==> src/rtl/trap_ctrl.sv <==
// trap_ctrl: machine-mode trap/MRET sequencer. Arbitrates exceptions, MRET and
// interrupts at an instruction boundary and produces the CSR write data. It
// then holds a fetch redirect until fetch accepts it. All outputs are
// registered.
module trap_ctrl #(
    parameter int IRQ_SYNC_STAGES = 2
) (
    input  logic        clk_i,
    input  logic        rst_ni,

    input  logic        exc_valid_i,
    input  logic [3:0]  exc_cause_i,
    input  logic [31:0] exc_pc_i,
    input  logic [31:0] exc_tval_i,
    input  logic        mret_i,
    input  logic        retire_valid_i,
    input  logic [31:0] next_pc_i,

    input  logic        ext_irq_i,
    input  logic        timer_irq_i,
    input  logic        sw_irq_i,

    input  logic [31:0] mstatus_i,
    input  logic [31:0] mie_i,
    input  logic [31:0] mtvec_i,
    input  logic [31:0] mepc_i,

    output logic        trap_we_o,
    output logic        mret_we_o,
    output logic [31:0] mepc_o,
    output logic [31:0] mcause_o,
    output logic [31:0] mtval_o,
    output logic [31:0] mstatus_o,
    output logic [31:0] mip_o,
    output logic        is_int_o,
    output logic        stall_o,
    output logic        flush_o,

    output logic        redirect_valid_o,
    output logic [31:0] redirect_pc_o,
    input  logic        redirect_ready_i
);

    typedef enum logic [1:0] {
        IDLE     = 2'd0,
        TRAP     = 2'd1,
        MRET     = 2'd2,
        REDIRECT = 2'd3
    } state_t;

    state_t state_q, state_d;

    logic [IRQ_SYNC_STAGES-1:0] ext_sync_q;
    logic                       timer_q, sw_q;

    logic [31:0] pend;
    logic        irq_take;
    logic [3:0]  irq_code;
    logic        take_exc, take_mret, take_irq;
    logic        ld_trap, ld_mret;

    logic [31:0] trap_base, trap_tgt, mret_tgt;
    logic [31:0] trap_mstatus, mret_mstatus;
    logic        unused_pend;

    // External IRQ is asynchronous: pass it through a flop chain; timer/sw
    // are already synchronous and only need one register stage.
    always_ff @(posedge clk_i or negedge rst_ni) begin
        if (!rst_ni) begin
            ext_sync_q <= '0;
            timer_q    <= 1'b0;
            sw_q       <= 1'b0;
        end else begin
            ext_sync_q <= {ext_sync_q[IRQ_SYNC_STAGES-2:0], ext_irq_i};
            timer_q    <= timer_irq_i;
            sw_q       <= sw_irq_i;
        end
    end

    assign mip_o = {20'b0, ext_sync_q[IRQ_SYNC_STAGES-1], 3'b0, timer_q, 3'b0, sw_q, 3'b0};

    // Interrupt qualification and fixed priority MEI > MSI > MTI.
    assign pend        = mip_o & mie_i;
    assign unused_pend = ^{pend[31:12], pend[10:8], pend[6:4], pend[2:0]};
    assign irq_take    = retire_valid_i && mstatus_i[3] && (pend[11] || pend[7] || pend[3]);
    assign irq_code    = pend[11] ? 4'd11 : (pend[3] ? 4'd3 : 4'd7);

    // Targets: vectoring only applies to interrupts with mtvec mode 01.
    assign trap_base = mtvec_i & 32'hFFFF_FFFC;
    assign trap_tgt  = (!take_exc && mtvec_i[1:0] == 2'b01)
                     ? trap_base + {26'b0, irq_code, 2'b00}
                     : trap_base;
    assign mret_tgt  = mepc_i & 32'hFFFF_FFFC;

    // mstatus updates: trap stacks MIE into MPIE; MRET pops it back.
    always_comb begin
        trap_mstatus        = mstatus_i;
        trap_mstatus[7]     = mstatus_i[3];
        trap_mstatus[3]     = 1'b0;
        trap_mstatus[12:11] = 2'b11;
        mret_mstatus        = mstatus_i;
        mret_mstatus[3]     = mstatus_i[7];
        mret_mstatus[7]     = 1'b1;
        mret_mstatus[12:11] = 2'b11;
    end

    // State register.
    always_ff @(posedge clk_i or negedge rst_ni) begin
        if (!rst_ni) state_q <= IDLE;
        else         state_q <= state_d;
    end

    // Next state and event selection; events only matter in IDLE.
    always_comb begin
        state_d   = state_q;
        take_exc  = 1'b0;
        take_mret = 1'b0;
        take_irq  = 1'b0;
        ld_trap   = 1'b0;
        ld_mret   = 1'b0;
        case (state_q)
            IDLE: begin
                if (exc_valid_i) begin
                    take_exc = 1'b1;
                    ld_trap  = 1'b1;
                    state_d  = TRAP;
                end else if (mret_i) begin
                    take_mret = 1'b1;
                    ld_mret   = 1'b1;
                    state_d   = MRET;
                end else if (irq_take) begin
                    take_irq = 1'b1;
                    ld_trap  = 1'b1;
                    state_d  = TRAP;
                end
            end
            TRAP:     state_d = REDIRECT;
            MRET:     state_d = REDIRECT;
            REDIRECT: if (redirect_ready_i) state_d = IDLE;
            default:  state_d = IDLE;
        endcase
    end

    // Registered outputs: strobes follow the next state, write data and the
    // redirect target are captured once at the event and then held.
    always_ff @(posedge clk_i or negedge rst_ni) begin
        if (!rst_ni) begin
            trap_we_o        <= 1'b0;
            mret_we_o        <= 1'b0;
            flush_o          <= 1'b0;
            stall_o          <= 1'b0;
            redirect_valid_o <= 1'b0;
            redirect_pc_o    <= '0;
            mepc_o           <= '0;
            mcause_o         <= '0;
            mtval_o          <= '0;
            mstatus_o        <= '0;
            is_int_o         <= 1'b0;
        end else begin
            trap_we_o        <= (state_d == TRAP);
            mret_we_o        <= (state_d == MRET);
            flush_o          <= (state_d == TRAP) || (state_d == MRET);
            stall_o          <= (state_d != IDLE);
            redirect_valid_o <= (state_d == REDIRECT);
            if (ld_trap) begin
                mepc_o        <= take_exc ? exc_pc_i : next_pc_i;
                mcause_o      <= take_exc ? {28'b0, exc_cause_i} : {1'b1, 27'b0, irq_code};
                mtval_o       <= take_exc ? exc_tval_i : 32'h0;
                is_int_o      <= take_irq;
                mstatus_o     <= trap_mstatus;
                redirect_pc_o <= trap_tgt;
            end else if (ld_mret) begin
                mstatus_o     <= mret_mstatus;
                redirect_pc_o <= take_mret ? mret_tgt : redirect_pc_o;
            end
        end
    end

endmodule

==> config.mk <==
export PLATFORM = sky130hd
export DESIGN_NAME = trap_ctrl
export DESIGN_NICKNAME = d
export VERILOG_FILES = /design/src/rtl/trap_ctrl.sv
export SDC_FILE = /design/constraint.sdc
export NUM_CORES = 1
export LEC_CHECK = 0
export CELL_PAD_IN_SITES_DETAIL_PLACEMENT = 0
export CELL_PAD_IN_SITES_GLOBAL_PLACEMENT = 1
export CORE_UTILIZATION = 24
export CTS_CLUSTER_SIZE = 14
export DETAILED_ROUTE_END_ITERATION = 16
export GPL_TIMING_DRIVEN = 1
export PLACE_DENSITY = 0.74
export SKIP_LAST_GASP = 1
export SYNTH_ARGS = -nofsm -noshare
export SYNTH_HDL_FRONTEND = slang
export SYNTH_SLANG_ARGS = --single-unit
==> constraint.sdc <==
create_clock -name clk_i -period 2.2 [get_ports clk_i]
set_input_delay 0.22 -clock clk_i [delete_from_list [all_inputs] [get_ports clk_i]]
set_output_delay 0.22 -clock clk_i [all_outputs]
set_load 0.02 [all_outputs]
==> out/metrics.cfg <==
[run_status]
status = complete, no violations

[logic_synthesis]
async_flop_share = 1.000
yosysTopAreaCell = dfrtp_1
synth_edf_count = 0
synth_top_area_share = 0.5058
avgSynthCellArea_um2 = 9.456
yosys_warnings = 0
yosys_most_used_dff = dfrtp_1
seq_area_frac_synth = 0.5058
syn_area_um2 = 7025
synthCells = 743
synth-seq-cells = 142
synth.area.top_cells = dfrtp_1 51%, nand2_1 9.7%, buf_4 6.7%
yosysUniqueCellTypes = 47

[drt]
wl_per_cell_um = 16.77
via_per_inst = 4.336
first_pass_iters = 4
drt_iter0_markers = 298
drtAntennaViolNets = 0
drc = 0
vias = 6508
wirelength_um = 25180

[floorplanning]
pin_count = 435
die-area_um2 = 29960
rows = 62
die-height_um = 173.1
coreArea_um2 = 28780
die_w_um = 173.1
start_util = 0.2441

[critical_path]
worstSetupStartpointType = flip-flop
cp-end-kind = flip-flop
max_stage_delay_ns = 0.45
crit_buf_inv = 3
crit_path_top_delay_cell = dfrtp_2
path_depth = 8
worst_path_most_repeated_cell = buf_4
crit_required_ns = 2.50
cp_top_family = compound AO/OA/AOI/OAI gates
worstPathCellList = a222oi_1 > buf_4 > nor3_1 > buf_4 > o21ai_4 > and3_1 > inv_1 > ha_1
cp.arrival_ns = 2.38
crit_type = reg2reg
critPathMaxFanout = 4
reg2regPathDepth = 8

[pwr]
p_sw_uw = 6034
p_seq_frac = 0.291
total_leakage_power_uw = 0.005088
p_per_area_nw_per_um2 = 1339
ir_drop_v = 0.0005396
p_int_uw = 9593
power_frac_comb = 0.509
p_clk_frac = 0.200
sw_frac_of_total = 0.3861

[global_route]
grt_first_pass_wirelength_um = 38730
grt_overflow = 0
grt_pass1_vias = 6562
antenna_found_initial = 3
grt_max_degree = 87
grt.total_usage = 0.1691

[clock_tree]
cts_tree = yes
clkLatencyLatePin_ns = 0.42
h-tree-depth = 4
numCtsBuffers = 17
root_buffer = clkbuf_16
cts.sink_count = 142
clockBufferDepth = 2
clk_pin_slew_ns = 0.07

[placed_design]
placed_area_um2 = 10970
dp.cells = 1466
post-place-ws_ns = -0.2597
port_buffers = 343
dpl.hpwl_um = 19140
place_congestion = 0.7846

[sta]
setup_violations = 0
setup_slack_ns = 0.1138
drv_slew = 0
fin_crit_sh = 0.9483
max_freq_mhz = 479.3
period_needed_ns = 2.086
grt_setup_unrepaired = yes
final.setup.tns_ns = 0
finalHoldViolations = 0
whs_ns = 0.2376
fin_worst_skew_ns = 0.01719

[worst_hold_path]
min_path_type = in2reg
min_path_cells = 1

[final_layout]
final_common_cell = clkdlybuf4s50_1
num-nets-final = 1350
instances_no_fill = 1501
n_antenna_cell = 0
drive_gt1_frac = 0.09490
num-fill-cells = 2861
final_design_area_no_fill_um2 = 11670
final_cell_mix = 342 x clkdlybuf4s50_1, 180 x nand2_1, 141 x dfrtp_1, 58 x conb_1, 47 x nor2_1
area_delta_synth_final_pct = 66.11

[run]
drv_cap = 0

-- Yosys cell counts, types with 2 or more instances --
master and n:
nand4_1 10, o21a_1 2, o22a_1 3, nor2_1 47
buf_6 2, clkbuf_1 29, buf_4 63, and3_1 11
a22o_1 33, buf_2 11, a22oi_1 6, dfrtp_1 142
a211oi_1 8, nand2_1 181, xnor2_1 4, or4_1 3
or2_2 2, and4_1 4, a21oi_1 7, mux2_2 12
or3_1 6, nand3_1 12, inv_1 13, o211ai_1 3
a31oi_1 40, nand2b_1 6, nor3_1 4, mux2i_1 6
ha_1 9, and2_1 6, xor2_1 15, o21ai_0 28
-- what timing repair did --
item,4_1_cts,5_1_grt
resized for setup,1,7
pin swaps,0,2
endpoints found under the hold margin,142,0
buffers inserted,0,2
hold buffers,1,0
cloned,0,0
setup endpoints to repair,1,52
-- metal layers --
metal	up-vias	track usage	wire length, um
li1	3138	-	-
met1	3062	0.2038	10510
met2	283	0.2902	12350
met3	19	0.05651	1971
met4	6	0.03909	299
met5	-	0	45
-- stage by stage --
step                  util  power, uW
finish              0.4055      15630
global route        0.4055      16640
CTS                 0.4032      15830
detailed placement  0.3811      12610
global placement    0.3811      12530
floorplan                -       8621
-- power by group through the flow --
| stage | logic [uW] | registers (uW) | clock network [uW] |
|---|---|---|---|
| global route | 8560 | 4730 | 3360 |
| floorplan | 2630 | 5990 | 0 |
| finish | 7950 | 4550 | 3120 |
| global placement | 7960 | 4570 | 0 |
| detailed placement | 8030 | 4580 | 0 |
| CTS | 8040 | 4560 | 3220 |
-- final cells by class --
| type | instances | area, um2 | share of cell area |
|---|---|---|---|
| clock buffer | 19 | 432.9 | 0.03710 |
| timing repair buffer | 390 | 3931 | 0.3369 |
| multi-input combinational | 540 | 3033 | 0.2599 |
| tap | 384 | 480.5 | 0.04117 |
| inverter | 13 | 48.80 | 0.004181 |
| clock inverter | 13 | 188.9 | 0.01619 |
| sequential | 142 | 3555 | 0.3046 |
-- state kept, by name, indices dropped and copies added, names as in the netlist --
register          count
sw_q                  1
is_int_o              1
mret_we_o             1
mcause_o              5
ext_sync_q            2
flush_o               1
mepc_o               32
timer_q               1
stall_o               1
mstatus_o            31
redirect_valid_o      1
state_q               2
redirect_pc_o        30
trap_we_o             1
mtval_o              32
-- path summary, 6_finish.rpt --
kind                                         startpoint                          to  slack (ns)
worst max-delay path                     sw_q$_DFF_PN0_  redirect_valid_o$_DFF_PN0_        0.11
worst min-delay path                           sw_irq_i              sw_q$_DFF_PN0_        0.24
worst max register to register           sw_q$_DFF_PN0_  redirect_valid_o$_DFF_PN0_        0.11
worst min register to register  ext_sync_q[0]$_DFF_PN0_     ext_sync_q[1]$_DFF_PN0_        0.36
max in group asynchronous                        rst_ni              sw_q$_DFF_PN0_        1.37
min in group asynchronous                        rst_ni      mepc_o[21]$_DFFE_PN0P_        0.36
-- cells by family after synthesis --
group,synth area share
AND/OR/NAND/NOR,0.1850
flip-flops,0.5058
adder cells (fa/ha/maj),0.01603
XOR/XNOR,0.02369
other,0.0005338
AO/OA/AOI/OAI,0.1403
buffers and inverters,0.1008
multiplexers,0.02778
-- worst register-to-register path, delay by kind of cell (launching register included) --
kind	cells	cell delay, ns
buffers and inverters	3	0.47
AO/OA/AOI/OAI	2	0.51
AND/OR/NAND/NOR	2	0.34
adder cells (fa/ha/maj)	1	0.20
flip-flops	1	0.45
No activity file was read; power rests on OpenSTA's default activity.
